<file path="src/rtl/div_rill_pkg.sv">
// Shared definitions for the sequential restoring divider.
// Holds the default operand width, the controller states and the counter sizing rule.
package div_rill_pkg;

    localparam int DEF_WIDTH = 32;

    typedef enum logic {
        IDLE = 1'b0,
        RUN  = 1'b1
    } state_t;

    // One extra bit so the counter can represent WIDTH itself without wrapping.
    function automatic int cnt_width(input int w);
        return $clog2(w) + 1;
    endfunction

    localparam int DEF_CNT_W = cnt_width(DEF_WIDTH);

endpackage

</file>
<file path="src/rtl/div_rill_seq_if.sv">
// Start/done handshake and operand/result bus of the divider.
// master drives the request side, slave is the divider itself.
interface div_rill_seq_if
    import div_rill_pkg::*;
#(
    parameter int WIDTH = DEF_WIDTH
);
    logic             start;
    logic [WIDTH-1:0] a;
    logic [WIDTH-1:0] b;
    logic             busy;
    logic             done;
    logic [WIDTH-1:0] yshang;
    logic [WIDTH-1:0] yyushu;

    modport master (
        output start, a, b,
        input  busy, done, yshang, yyushu
    );

    modport slave (
        input  start, a, b,
        output busy, done, yshang, yyushu
    );

endinterface

</file>
<file path="src/rtl/div_rill_step.sv">
// One radix-2 restoring iteration: shift in a dividend bit, trial-subtract the divisor.
// Purely combinational; the top level registers its results every RUN cycle.
module div_rill_step
    import div_rill_pkg::*;
#(
    parameter int WIDTH = DEF_WIDTH
) (
    input  logic [WIDTH-1:0] rem,
    input  logic             din,
    input  logic [WIDTH-1:0] divisor,
    output logic [WIDTH-1:0] rem_nxt,
    output logic             qbit
);

    logic [WIDTH:0] shifted;
    logic [WIDTH:0] trial;

    // rem < divisor always holds, so the top bit of the WIDTH+1 difference is exactly the borrow.
    assign shifted = {rem, din};
    assign trial   = shifted - {1'b0, divisor};
    assign qbit    = ~trial[WIDTH];
    assign rem_nxt = qbit ? trial[WIDTH-1:0] : {rem[WIDTH-2:0], din};

endmodule

</file>
<file path="src/rtl/div_rill_seq.sv">
// Sequential unsigned divider: one quotient bit per clock, WIDTH cycles per division.
// Results are registered and held until the next completion pulses done.
module div_rill_seq
    import div_rill_pkg::*;
#(
    parameter int WIDTH = DEF_WIDTH
) (
    input  logic         clk,
    input  logic         rst_n,
    div_rill_seq_if.slave bus
);

    localparam int CNT_W = cnt_width(WIDTH);

    state_t           state;
    state_t           state_nxt;
    logic [CNT_W-1:0] cnt;
    logic [WIDTH-1:0] rem_q;
    logic [WIDTH-1:0] quo_q;
    logic [WIDTH-1:0] div_q;
    logic [WIDTH-1:0] rem_nxt;
    logic             qbit;
    logic             last_iter;
    logic             busy;
    logic             done_q;
    logic [WIDTH-1:0] yshang_q;
    logic [WIDTH-1:0] yyushu_q;

    div_rill_step #(.WIDTH(WIDTH)) u_step (
        .rem     (rem_q),
        .din     (quo_q[WIDTH-1]),
        .divisor (div_q),
        .rem_nxt (rem_nxt),
        .qbit    (qbit)
    );

    assign last_iter = (cnt == CNT_W'(WIDTH - 1));

    always_ff @(posedge clk) begin
        if (!rst_n) state <= IDLE;
        else        state <= state_nxt;
    end

    always_comb begin
        state_nxt = state;
        busy      = 1'b0;
        case (state)
            IDLE: if (bus.start) state_nxt = RUN;
            RUN: begin
                busy = 1'b1;
                if (last_iter) state_nxt = IDLE;
            end
            default: state_nxt = IDLE;
        endcase
    end

    // quo_q doubles as the dividend shifter: dividend bits leave the top as quotient bits enter the bottom.
    always_ff @(posedge clk) begin
        if (!rst_n) begin
            cnt      <= '0;
            rem_q    <= '0;
            quo_q    <= '0;
            div_q    <= '0;
            done_q   <= 1'b0;
            yshang_q <= '0;
            yyushu_q <= '0;
        end else begin
            done_q <= 1'b0;
            case (state)
                IDLE: begin
                    if (bus.start) begin
                        quo_q <= bus.a;
                        div_q <= bus.b;
                        rem_q <= '0;
                        cnt   <= '0;
                    end
                end
                RUN: begin
                    rem_q <= rem_nxt;
                    quo_q <= {quo_q[WIDTH-2:0], qbit};
                    cnt   <= cnt + CNT_W'(1);
                    if (last_iter) begin
                        yshang_q <= {quo_q[WIDTH-2:0], qbit};
                        yyushu_q <= rem_nxt;
                        done_q   <= 1'b1;
                    end
                end
                default: ;
            endcase
        end
    end

    assign bus.busy   = busy;
    assign bus.done   = done_q;
    assign bus.yshang = yshang_q;
    assign bus.yyushu = yyushu_q;

endmodule

</file>
<file path="src/flat_wrapper.sv">
// flat-port wrapper written by rule: the top's interface ports become plain ports
module div_rill_seq_flat import div_rill_pkg::*;
#(
    parameter int WIDTH = DEF_WIDTH
)
  (clk, rst_n, bus_start, bus_a, bus_b, bus_busy, bus_done, bus_yshang, bus_yyushu);
  div_rill_seq_if #(.WIDTH(WIDTH)) bus_i ();
  input  logic clk;
  input  logic rst_n;
  input wire logic [$bits(bus_i.start)-1:0] bus_start;
  input wire logic [$bits(bus_i.a)-1:0] bus_a;
  input wire logic [$bits(bus_i.b)-1:0] bus_b;
  output wire logic [$bits(bus_i.busy)-1:0] bus_busy;
  output wire logic [$bits(bus_i.done)-1:0] bus_done;
  output wire logic [$bits(bus_i.yshang)-1:0] bus_yshang;
  output wire logic [$bits(bus_i.yyushu)-1:0] bus_yyushu;
  assign bus_i.start = bus_start;
  assign bus_i.a = bus_a;
  assign bus_i.b = bus_b;
  assign bus_busy = bus_i.busy;
  assign bus_done = bus_i.done;
  assign bus_yshang = bus_i.yshang;
  assign bus_yyushu = bus_i.yyushu;
  div_rill_seq #(.WIDTH(WIDTH)) u_core (.clk(clk), .rst_n(rst_n), .bus(bus_i));
endmodule
</file>
<file path="config.mk">
export PLATFORM = sky130hd
export DESIGN_NAME = div_rill_seq_flat
export DESIGN_NICKNAME = d
export VERILOG_FILES = /design/src/rtl/div_rill_pkg.sv /design/src/rtl/div_rill_seq_if.sv /design/src/rtl/div_rill_step.sv /design/src/rtl/div_rill_seq.sv /design/src/flat_wrapper.sv
export SDC_FILE = /design/constraint.sdc
export NUM_CORES = 1
export LEC_CHECK = 0
export CELL_PAD_IN_SITES_DETAIL_PLACEMENT = 0
export CELL_PAD_IN_SITES_GLOBAL_PLACEMENT = 2
export CORE_AREA = 2 2 166 168
export DETAILED_ROUTE_END_ITERATION = 10
export DIE_AREA = 0 0 168 170
export GPL_TIMING_DRIVEN = 0
export PLACE_DENSITY = 0.77
export SLEW_MARGIN = 20
export SYNTH_ARGS = -nofsm -noshare
export SYNTH_HDL_FRONTEND = slang
export SYNTH_SLANG_ARGS = --single-unit
export TNS_END_PERCENT = 30
</file>
<file path="constraint.sdc">
create_clock -name clk -period 3.6 [get_ports clk]
set_input_delay 0.36 -clock clk [delete_from_list [all_inputs] [get_ports clk]]
set_output_delay 0.36 -clock clk [all_outputs]
set_load 0.005 [all_outputs]
</file>
==> results by group <==
Run status
  • Status: complete, no violations

Drt
  • Total number of vias: 7822
  • Drt first pass iters: 4
  • Final ANT Viol Nets: 0
  • Number of remaining DRC errors: 0
  • Vias/cell: 4.97
  • Initial DRC count: 361
  • Final wirelength: approximately 27000 µm
  • Routed wire length per instance: around 17 µm

Timing
  • Period utilisation layout: 92.6%
  • Post-route minimum period: around 3300 ps
  • Slew HR: between 50% and 60%
  • RSZ-0062 raised after global routing: false
  • Final setup margin: 266 ps
  • Tightest Pin Transition: 748 ps
  • Hold WS: 351 ps
  • Fin. max-slew vios: 0
  • Endpoints failing setup: 0
  • Final hold viol count: 0
  • Max Fclk: approximately 300 MHz
  • Clock Skews: 14.2 ps

Synth
  • Mean post-synth cell area: 7.93 µm²
  • Top post-synthesis cells by count: nand2_1 (190), dfxtp_1 (168), a21oi_1 (135), nor2_1 (111), mux2i_1 (63)
  • Post-synth ARST share: 0%
  • #FFs+latches synth: approximately 170
  • EDFF count, synth: 0
  • Top-count cell post-synth: nand2_1
  • Synth area leader: dfxtp_1
  • Synthesized area: 8470 µm²
  • Post-synth cell types: 63
  • Top cell type's share of synthesized area: 39.7%
  • Post-Syn Nets: 1170
  • Syn. warnings: 0
  • Mapped Cells: 1069
  • Main synth FF type: dfxtp_1
  • Synth top area cells: dfxtp_1 (40%), nand2_1 (8.4%), a21oi_1 (8.0%)
  • Sequential area share after synthesis: between 30 and 40%

Worst hold path
  • HP Class: input port to flop

Worst setup path
  • Crit path buffers/inverters: 3
  • CP max-delay cell: fa_1
  • CP endpoint kind: flop
  • Maximum fanout along the worst path: 10
  • Worst Path Arrival: 3630 ps
  • Reg2reg end: u_core.bus.yyushu[10]$_SDFFE_PN0P_
  • Worst-case reg-to-reg path depth: 13
  • R2R Path Start: u_core.quo_q[31]$_SDFFE_PN0P_
  • Worst Setup SP: u_core.quo_q[31]$_SDFFE_PN0P_
  • Worst Setup EP: u_core.bus.yyushu[10]$_SDFFE_PN0P_
  • Number of cells on the critical path: 13
  • Critical path type: flop to flop
  • Cell family with most CP delay: compound AO/OA/AOI/OAI gates
  • Worst-path cell chain: inv_1 > ha_1 > fa_1 > nand2b_1 > a21oi_1 > o21ai_2 > o22ai_4 > o21a_4 > o211a_1 > buf_6 > buf_12 > mux2i_1 > a211oi_1
  • Worst path max stage delay: 410 ps
  • Required time of the critical path: 3900 ps
  • R2R Setup Slk: roughly 270 ps
  • Startpoint Class: flop

Placement
  • Port bufs: 131
  • Placed cell count: around 1500
  • GP Congestion: approximately 0.8
  • Post-placement worst setup slack: -339 ps
  • Post-DP HPWL: 20200 µm

Layout
  • Fin cells: 1574
  • Final core occ: 40.6%
  • Area Growth Syn to Fin: 27.6%
  • NumNets Final: 1320
  • Layout cell share with drive strength beyond 1: under 10%

CTS
  • Root buffer cell: clkbuf_16
  • Number of hold buffers added after cts: 0
  • Buffer count from post-CTS setup fixing: 0
  • Clock buffer depth: 2
  • Worst-path clk slew: 70 ps
  • Count of cells resized by post-cts repair: 3
  • Clock sinks: 168
  • TritonCTS clock tree: built
  • Clk_lat worst skew: about 440 ps
  • H-tree depth: 4
  • Total CTS buffers: 17

Power and ir drop
  • Pleak: 0.00407 µW
  • Cell Pwr Density: 957 nW/µm²
  • Worst VDD drop: 608 µV
  • Pwr Total: just over 10000 µW

Global route
  • First-pass GRT wire length: about 43000 µm
  • Total gr overflow: 0
  • Number of antenna violations at the first check in global routing: 1
  • Total track usage: 19.1%
  • Number of global-route vias before repair: 7913
  • Largest net degree at the start of global routing: 19

Floorplan
  • I/O pin total: 133
  • Die Wd: 168 µm
  • Die H: between 150 and 200 µm
  • Die ar.: 28600 µm²
  • FP Rows: 60
  • Initial Utilization: 31.8%
  • Core area: 26700 µm²

Run
  • MaxCap Viol Count: 0
[where the power goes]
group          switching [µW]  internal [µW]
sequential                156           2050
clock                     915            930
combinational            3510           2780
[worst min-delay path: stages]
cell and delay [ps]:
clkbuf_1 180, nand3_1 130, o211ai_1 70
[layer usage]
metal  GRT usage [%]  wire length (µm)
met5               0                 0
met4            5.41               466
met3            4.77              1280
met2            33.1             12800
met1            23.5             12200
[flip-flops by register name, summed over array words and instances (netlist names)]
signal and count:
u_core.state 1, u_core.bus.yyushu 32, u_core.cnt 6, u_core.bus.done 1
u_core.bus.yshang 32, u_core.rem_q 32, u_core.quo_q 32, u_core.div_q 32
[stage by stage]
step                setup TNS [ps]  area [µm²]
global route                     0       10800
floorplan                        0        8470
CTS                              0       10800
detailed placement            -626       10200
finish                           0       10800
global placement              -537       10200
[cell type report]
class / instances / area, µm²
well taps: 341 / 427
diodes: 1 / 2.50
plain buffers: 74 / 358
multi-input cells: 779 / 4590
clock buffers: 18 / 429
flip-flops and latches: 168 / 3360
repair buffers: 131 / 1310
inverters: 48 / 180
clock inverters: 14 / 149
fillers: 2828 / 15800
[how the worst min path moves through the flow]
stage	from	endpoint	slack [ps]	cells after the start
finish	rst_n	u_core.bus.yyushu[0]$_SDFFE_PN0P_	350	3
global route	rst_n	u_core.bus.yyushu[25]$_SDFFE_PN0P_	380	3
CTS	rst_n	u_core.bus.yyushu[0]$_SDFFE_PN0P_	340	3
detailed placement	u_core.div_q[8]$_SDFFE_PN0P_	u_core.div_q[8]$_SDFFE_PN0P_	450	2
global placement	u_core.bus.yshang[1]$_SDFFE_PN0P_	u_core.bus.yshang[1]$_SDFFE_PN0P_	440	2
floorplan	u_core.div_q[10]$_SDFFE_PN0P_	u_core.div_q[10]$_SDFFE_PN0P_	440	2
[logic make-up (layout without fill, tap and decap cells)]
group / after synthesis / count (layout) / share of synthesized area, %
flip-flops: 168 / 168 / 39.7
multiplexers: 65 / 65 / 7.71
AND/OR/NAND/NOR: 381 / 381 / 19.3
AO/OA/AOI/OAI: 276 / 276 / 19.5
adder cells (fa/ha/maj): 34 / 34 / 5.11
buffers and inverters: 122 / 285 / 6.35
other: 0 / 1 / 0
XOR/XNOR: 23 / 23 / 2.38
[layout by cell type, fill, tap and decap left out, types with 7 or more instances in the layout]
| master | count |
|---|---|
| nand2_1 | 190 |
| dfxtp_1 | 168 |
| a21oi_1 | 135 |
| clkdlybuf4s50_1 | 131 |
| nor2_1 | 111 |
| mux2i_1 | 63 |
| clkbuf_1 | 53 |
| o21ai_0 | 52 |
| inv_1 | 48 |
| ha_1 | 33 |
| a211oi_1 | 29 |
| xnor2_1 | 17 |
| clkbuf_16 | 17 |
| o211ai_1 | 15 |
| nand3_1 | 15 |
| nor3_1 | 12 |
| buf_1 | 9 |
| nand2b_1 | 8 |
| a21o_1 | 8 |
| nand4_1 | 7 |
(Power assumes the default switching activity.)
